[src/rtl/armleocpu_axi_read_arbiter.sv]
// 2:1 round-robin arbiter sharing one downstream AXI4 read port (AR+R) between two hosts.
// One burst in flight; R beats are steered to the granted host until RLAST.
module armleocpu_axi_read_arbiter #(
  parameter int ADDR_WIDTH = 32,
  parameter int DATA_WIDTH = 32,
  parameter int ID_WIDTH   = 4
) (
  input  logic                  clk,
  input  logic                  rst,

  input  logic                  h0_axi_arvalid,
  output logic                  h0_axi_arready,
  input  logic [ADDR_WIDTH-1:0] h0_axi_araddr,
  input  logic [7:0]            h0_axi_arlen,
  input  logic [2:0]            h0_axi_arsize,
  input  logic [1:0]            h0_axi_arburst,
  input  logic                  h0_axi_arlock,
  input  logic [ID_WIDTH-1:0]   h0_axi_arid,
  input  logic [2:0]            h0_axi_arprot,
  output logic                  h0_axi_rvalid,
  input  logic                  h0_axi_rready,
  output logic [DATA_WIDTH-1:0] h0_axi_rdata,
  output logic [1:0]            h0_axi_rresp,
  output logic [ID_WIDTH-1:0]   h0_axi_rid,
  output logic                  h0_axi_rlast,

  input  logic                  h1_axi_arvalid,
  output logic                  h1_axi_arready,
  input  logic [ADDR_WIDTH-1:0] h1_axi_araddr,
  input  logic [7:0]            h1_axi_arlen,
  input  logic [2:0]            h1_axi_arsize,
  input  logic [1:0]            h1_axi_arburst,
  input  logic                  h1_axi_arlock,
  input  logic [ID_WIDTH-1:0]   h1_axi_arid,
  input  logic [2:0]            h1_axi_arprot,
  output logic                  h1_axi_rvalid,
  input  logic                  h1_axi_rready,
  output logic [DATA_WIDTH-1:0] h1_axi_rdata,
  output logic [1:0]            h1_axi_rresp,
  output logic [ID_WIDTH-1:0]   h1_axi_rid,
  output logic                  h1_axi_rlast,

  output logic                  ds_axi_arvalid,
  input  logic                  ds_axi_arready,
  output logic [ADDR_WIDTH-1:0] ds_axi_araddr,
  output logic [7:0]            ds_axi_arlen,
  output logic [2:0]            ds_axi_arsize,
  output logic [1:0]            ds_axi_arburst,
  output logic                  ds_axi_arlock,
  output logic [ID_WIDTH-1:0]   ds_axi_arid,
  output logic [2:0]            ds_axi_arprot,
  input  logic                  ds_axi_rvalid,
  output logic                  ds_axi_rready,
  input  logic [DATA_WIDTH-1:0] ds_axi_rdata,
  input  logic [1:0]            ds_axi_rresp,
  input  logic [ID_WIDTH-1:0]   ds_axi_rid,
  input  logic                  ds_axi_rlast
);

  localparam logic [1:0] STATE_IDLE = 2'd0;
  localparam logic [1:0] STATE_ADDR = 2'd1;
  localparam logic [1:0] STATE_DATA = 2'd2;

  logic [1:0] state_q, state_d;
  logic       grant_q, grant_d;
  logic       last_grant_q, last_grant_d;

  logic       sel_arvalid_s;
  logic       sel_rready_s;

  assign sel_arvalid_s = grant_q ? h1_axi_arvalid : h0_axi_arvalid;
  assign sel_rready_s  = grant_q ? h1_axi_rready  : h0_axi_rready;

  // State register; last_grant resets to 1 so host 0 wins the first tie.
  always_ff @(posedge clk) begin
    if (rst) begin
      state_q      <= STATE_IDLE;
      grant_q      <= 1'b0;
      last_grant_q <= 1'b1;
    end else begin
      state_q      <= state_d;
      grant_q      <= grant_d;
      last_grant_q <= last_grant_d;
    end
  end

  // Next-state logic: arbitration in IDLE, AR handshake in ADDR, RLAST in DATA.
  always_comb begin
    state_d      = state_q;
    grant_d      = grant_q;
    last_grant_d = last_grant_q;
    case (state_q)
      STATE_IDLE: begin
        if (h0_axi_arvalid && h1_axi_arvalid) begin
          grant_d = ~last_grant_q;
          state_d = STATE_ADDR;
        end else if (h0_axi_arvalid) begin
          grant_d = 1'b0;
          state_d = STATE_ADDR;
        end else if (h1_axi_arvalid) begin
          grant_d = 1'b1;
          state_d = STATE_ADDR;
        end else begin
          state_d = STATE_IDLE;
        end
      end
      STATE_ADDR: begin
        if (sel_arvalid_s && ds_axi_arready) begin
          state_d = STATE_DATA;
        end else begin
          state_d = STATE_ADDR;
        end
      end
      STATE_DATA: begin
        // Beat count is never tracked; only RLAST closes the burst.
        if (ds_axi_rvalid && sel_rready_s && ds_axi_rlast) begin
          state_d      = STATE_IDLE;
          last_grant_d = grant_q;
        end else begin
          state_d = STATE_DATA;
        end
      end
      default: begin
        state_d = STATE_IDLE;
      end
    endcase
  end

  // Output logic: AR fields follow the grant mux, R payload is broadcast, handshakes gated by state.
  always_comb begin
    ds_axi_araddr  = grant_q ? h1_axi_araddr  : h0_axi_araddr;
    ds_axi_arlen   = grant_q ? h1_axi_arlen   : h0_axi_arlen;
    ds_axi_arsize  = grant_q ? h1_axi_arsize  : h0_axi_arsize;
    ds_axi_arburst = grant_q ? h1_axi_arburst : h0_axi_arburst;
    ds_axi_arlock  = grant_q ? h1_axi_arlock  : h0_axi_arlock;
    ds_axi_arid    = grant_q ? h1_axi_arid    : h0_axi_arid;
    ds_axi_arprot  = grant_q ? h1_axi_arprot  : h0_axi_arprot;

    h0_axi_rdata = ds_axi_rdata;
    h0_axi_rresp = ds_axi_rresp;
    h0_axi_rid   = ds_axi_rid;
    h0_axi_rlast = ds_axi_rlast;
    h1_axi_rdata = ds_axi_rdata;
    h1_axi_rresp = ds_axi_rresp;
    h1_axi_rid   = ds_axi_rid;
    h1_axi_rlast = ds_axi_rlast;

    ds_axi_arvalid = 1'b0;
    ds_axi_rready  = 1'b0;
    h0_axi_arready = 1'b0;
    h1_axi_arready = 1'b0;
    h0_axi_rvalid  = 1'b0;
    h1_axi_rvalid  = 1'b0;

    case (state_q)
      STATE_IDLE: begin
        ds_axi_arvalid = 1'b0;
      end
      STATE_ADDR: begin
        ds_axi_arvalid = sel_arvalid_s;
        h0_axi_arready = grant_q ? 1'b0 : ds_axi_arready;
        h1_axi_arready = grant_q ? ds_axi_arready : 1'b0;
      end
      STATE_DATA: begin
        ds_axi_rready = sel_rready_s;
        h0_axi_rvalid = grant_q ? 1'b0 : ds_axi_rvalid;
        h1_axi_rvalid = grant_q ? ds_axi_rvalid : 1'b0;
      end
      default: begin
        ds_axi_arvalid = 1'b0;
      end
    endcase
  end

endmodule

[config.mk]
export PLATFORM = sky130hd
export DESIGN_NAME = armleocpu_axi_read_arbiter
export DESIGN_NICKNAME = d
export VERILOG_FILES = /design/src/rtl/armleocpu_axi_read_arbiter.sv
export SDC_FILE = /design/constraint.sdc
export NUM_CORES = 1
export LEC_CHECK = 0
export CAP_MARGIN = 20
export CORE_AREA = 2 2 112 114
export DETAILED_ROUTE_END_ITERATION = 16
export DIE_AREA = 0 0 114 116
export PLACE_DENSITY = 0.64
export SLEW_MARGIN = 20
export SYNTH_ARGS = -nofsm -noshare
export SYNTH_HDL_FRONTEND = slang
export SYNTH_SLANG_ARGS = --single-unit
export TNS_END_PERCENT = 100
[constraint.sdc]
create_clock -name clk -period 1.3 [get_ports clk]
set_input_delay 0.13 -clock clk [delete_from_list [all_inputs] [get_ports clk]]
set_output_delay 0.13 -clock clk [all_outputs]
set_load 0.01 [all_outputs]
Yosys cells after proc, flatten, opt, wreduce, memory -nomap -nowiden
Index checks and enable logic that the tools add are counted.
- equal/unequal tests: 2
- add/sub/neg operators: 0
- bitwise gates (word level): 1
- div/mod/pow operators: 0
- multiply operators: 0
- shift-type cells: 0
- order comparisons: 0
- reductions and logical operators: 8
- mux-type cells: 28
- operators by type and width (operator ; count):
    2-to-1 mux 32 bit ; 1
    2-to-1 mux 1 bit ; 19
    2-to-1 mux 8 bit ; 1
    2-to-1 mux 2 bit ; 3
    2-to-1 mux 3 bit ; 2
    one-hot mux 2 bit (3 select lines) ; 1
    logical AND 1 bit ; 4
    2-to-1 mux 4 bit ; 1
    AND reduction 2 bit ; 2
    nonzero test 3 bit ; 1
    equality test 2 x 1 -> 1 bit (second input constant) ; 1
    equality test 2 bit (second input constant) ; 1
    logical NOT 2 bit ; 1
    NOT 1 bit ; 1
- input port bits: 153
- output and inout port bits: 137
- RAM bits: 0
- bits in registers: 4
- bits in read-only memories: 0
- latch bits: 0
- memories kept: 0

Depth between registers and ports, before layout
- depth in word-level cells: 5
- depth in mapped cells: 5
- gate-level depth less buffers: 3

Worst setup path before layout
No wires, ideal clock.
- path kind: register to register
- start point: register state_q[0]
- end point: register last_grant_q
- data arrival time: 1.021 ns
- slack: 0.160 ns
- buffers on the path: 0
- setup time: 0.119 ns
- cell stages (with the launch flop): 4
- period minus slack after synthesis: 1.140 ns
- cells stage by stage: dfxtp_1 -> and2b_1 -> or3b_1 -> mux2i_1
- longest elaborated chain between the ends: 2
- RTL lines (element ; RTL line ; text):
    start: declaration ; 64 ; logic [1:0] state_q, state_d;
    start signal: assignment ; 81 ; state_q <= state_d;
    equality test 2 bit ; 92 ; case (state_q)
    AND reduction 2 bit (no line) ; - ;
    end signal: assignment ; 83 ; last_grant_q <= last_grant_d;
    end: declaration ; 66 ; logic last_grant_q, last_grant_d;
Every way passes these cells.
A chain may end at the register's enable or synchronous reset.

Final worst setup path
- start point: register grant_q
- end point: output ds_axi_araddr[14]
- longest elaborated chain between the ends: 1
- RTL lines (element ; RTL line ; text):
    start: declaration ; 65 ; logic grant_q, grant_d;
    start signal: assignment ; 82 ; grant_q <= grant_d;
    2-to-1 mux 32 bit ; 131 ; ds_axi_araddr = grant_q ? h1_axi_araddr : h0_axi_araddr;
    end: declaration ; 45 ; output logic [ADDR_WIDTH-1:0] ds_axi_araddr,
Every way passes these cells.

==> flow_metrics.py <==
metrics = {
    "placed_design": {
        "placed_cell_area_mm2": 0.002899,
        "dpl_worst_slack_ns": -0.3311,
        "post-place-cells": 422,
        "routabilityCongestion": 0.6734,
        "place_hpwl_um": 5793,
        "io_buffers": 175,
    },
    "critical_path": {
        "cp-end-kind": "output pin",
        "crit_arrival_ns": 1.41,
        "worstSetupPathType": "reg2out",
        "path_cells": "buf_12 -> buf_12 -> buf_6 -> mux2_4 -> buf_6",
        "max_stage_delay_ns": 0.36,
        "worstPathRequired_ns": 1.17,
        "cp-start-kind": "flip-flop",
        "cp_slowest_cell": "dfxtp_4",
        "crit_path_max_fanout": 6,
    },
    "sta": {
        "rsz0062_at_grt": "true",
        "fin_crit_sh_pct": 118.4,
        "fin_hold_ws_ns": 0.2600,
        "worst_slack_ns": -0.2391,
        "tightest_slew_ns": 0.1985,
        "finalHoldViolCount": 0,
        "finClkSkew_ns": 0.001693,
        "slew_violations": 0,
        "slew_headroom_pct": 86.65,
        "min_period_ns": 1.539,
        "fmaxAchievable_ghz": 0.6497,
        "setup_viol": 58,
        "tns_ns": -8.426,
    },
    "final_layout": {
        "fin_util_pct": 28.50,
        "area_growth_pct": 129.7,
        "design_area_mm2": 0.003395,
        "mostFrequentLayoutCells": "clkdlybuf4s50_1, buf_6, mux2_4",
        "stdcell_count": 442,
        "final_common_cell": "clkdlybuf4s50_1",
        "nets": 450,
        "drive_gt1_share_pct": 52.88,
        "diodes": 0,
        "nFillCells": 1220,
    },
    "routing": {
        "routed_wl_um": 7406,
        "antenna_left": 0,
        "dr_total_vias": 1625,
        "drc": 0,
        "routedWlPerCell_um": 16.76,
        "routed_via_density": 3.676,
        "drt_first_pass_iters": 2,
        "drt_iter0_drc": 35,
    },
    "logic_synthesis": {
        "synthDistinctLibCells": 20,
        "ys_top_cells_by_area": "mux2_2, buf_4, dfxtp_1",
        "syn-instance-count": 171,
        "netlist_area_mm2": 0.001478,
        "yosysWarningCount": 0,
        "yosys.area.top_type": "mux2_2",
        "synth_top_area_share_pct": 40.39,
        "syn_nets": 324,
        "syn_area_per_cell_um2": 8.641,
        "synth-seq-cells": 4,
        "ys_seq_area_share_pct": 5.419,
    },
    "floorplan": {
        "coreArea_mm2": 0.01191,
        "io-pin-count": 290,
        "initial_core_util_pct": 12.41,
        "dieArea_mm2": 0.01322,
        "die_h_um": 116,
        "std_cell_rows": 40,
        "die_x_um": 114,
    },
    "power": {
        "power_leakage_nw": 1.463,
        "total_power_mw": 1.893,
        "peakVddDrop_mv": 0.4000,
        "power_density_mw_per_mm2": 557.7,
    },
    "clock_network": {
        "cts_buffer_depth": 2,
        "worstSkewPairLatency_ns": 0.23,
        "cts_max_level": 1,
        "clk_pin_slew_ns": 0.03,
        "numClockSinks": 4,
        "numCtsBuffers": 3,
        "cts_tree": "built",
        "cts-root-buf": "clkbuf_16",
    },
    "grt": {
        "first_global_vias": 1720,
        "grt_max_degree": 17,
        "antenna_found_initial": 0,
        "track_usage_pct": 9.836,
        "grt_overflow": 0,
        "grt_pass1_wl_um": 9729,
    },
    "run_status": {
        "violations": "setup timing",
        "outcome": "complete, but fails checks",
    },
    "flow_run": {
        "maxCapViolCount": 0,
    },
    "worst_hold_path": {
        "hold_path.class": "in2out",
    },
}
==> state kept, by name (all words and copies together) (netlist names) <==
signal	flops
grant_q	1
state_q	2
last_grant_q	1
==> power by group <==
part           internal, mW  switching [mW]
clock network         0.393          0.0880
logic                 0.871           0.401
registers             0.131         0.00925
total                  1.39           0.498
==> cells in the mapped netlist (all sizes together) <==
master	instances
buf	85
mux2	53
nand2	5
nor2	5
dfxtp	4
mux2i	3
nor2b	3
a21oi	2
and3	2
a211oi	1
and2b	1
inv	1
nand3b	1
nor3	1
nor4	1
o21ai	1
o31ai	1
or3b	1
==> worst max-delay path, delay by kind of cell, from the launching register on <==
family	cells	cell delay [ns]
buffers and inverters	4	0.50
DFF	1	0.36
muxes	1	0.31
==> final timing paths <==
path	start	end	slack, ns	depth (start not counted)
worst min-delay path	ds_axi_rdata[8]	h0_axi_rdata[8]	0.26	0
worst max register to register	grant_q	last_grant_q	-0.23	6
worst min register to register	last_grant_q	last_grant_q	0.52	2
worst max-delay path	grant_q	ds_axi_araddr[14]	-0.24	5
==> cells by family (layout without fill, tap and decap cells) <==
group                  count (synthesis)  after routing  synth area share, %
AO/OA/AOI/OAI                          5              5                2.032
buffers and inverters                 86            210                43.10
flip-flops                             4              4                5.419
multiplexers                          56             56                42.42
AND/OR/NAND/NOR                       20             20                7.029
==> metal layers <==
metal	up-vias	routed length (µm)	track usage (%)
met5	-	0	0
met4	0	155	4.228
met3	18	814	2.301
met2	126	3863	19.21
met1	735	2573	9.944
li1	746	-	-
==> layout make-up <==
cell class	instances	area (µm²)	share of cell area (%)
Timing Repair Buffer	206	2085	61.41
Multi-Input combinational cell	81	962.2	28.34
Tap cell	147	183.9	5.418
Sequential cell	4	85.08	2.506
Clock buffer	3	75.07	2.212
Inverter	1	3.754	0.1106
==> timing repair <==
| action | in CTS | in global routing |
|---|---|---|
| pin swaps | 1 | 1 |
| hold buffers | 0 | 0 |
| setup buffers | 12 | 5 |
| setup endpoints to repair | 63 | 62 |
| gates resized for setup | 302 | 56 |
| endpoints found under the hold margin | 0 | 0 |
| gates cloned | 3 | 1 |
Note: power is estimated with default switching activity, not from simulation.
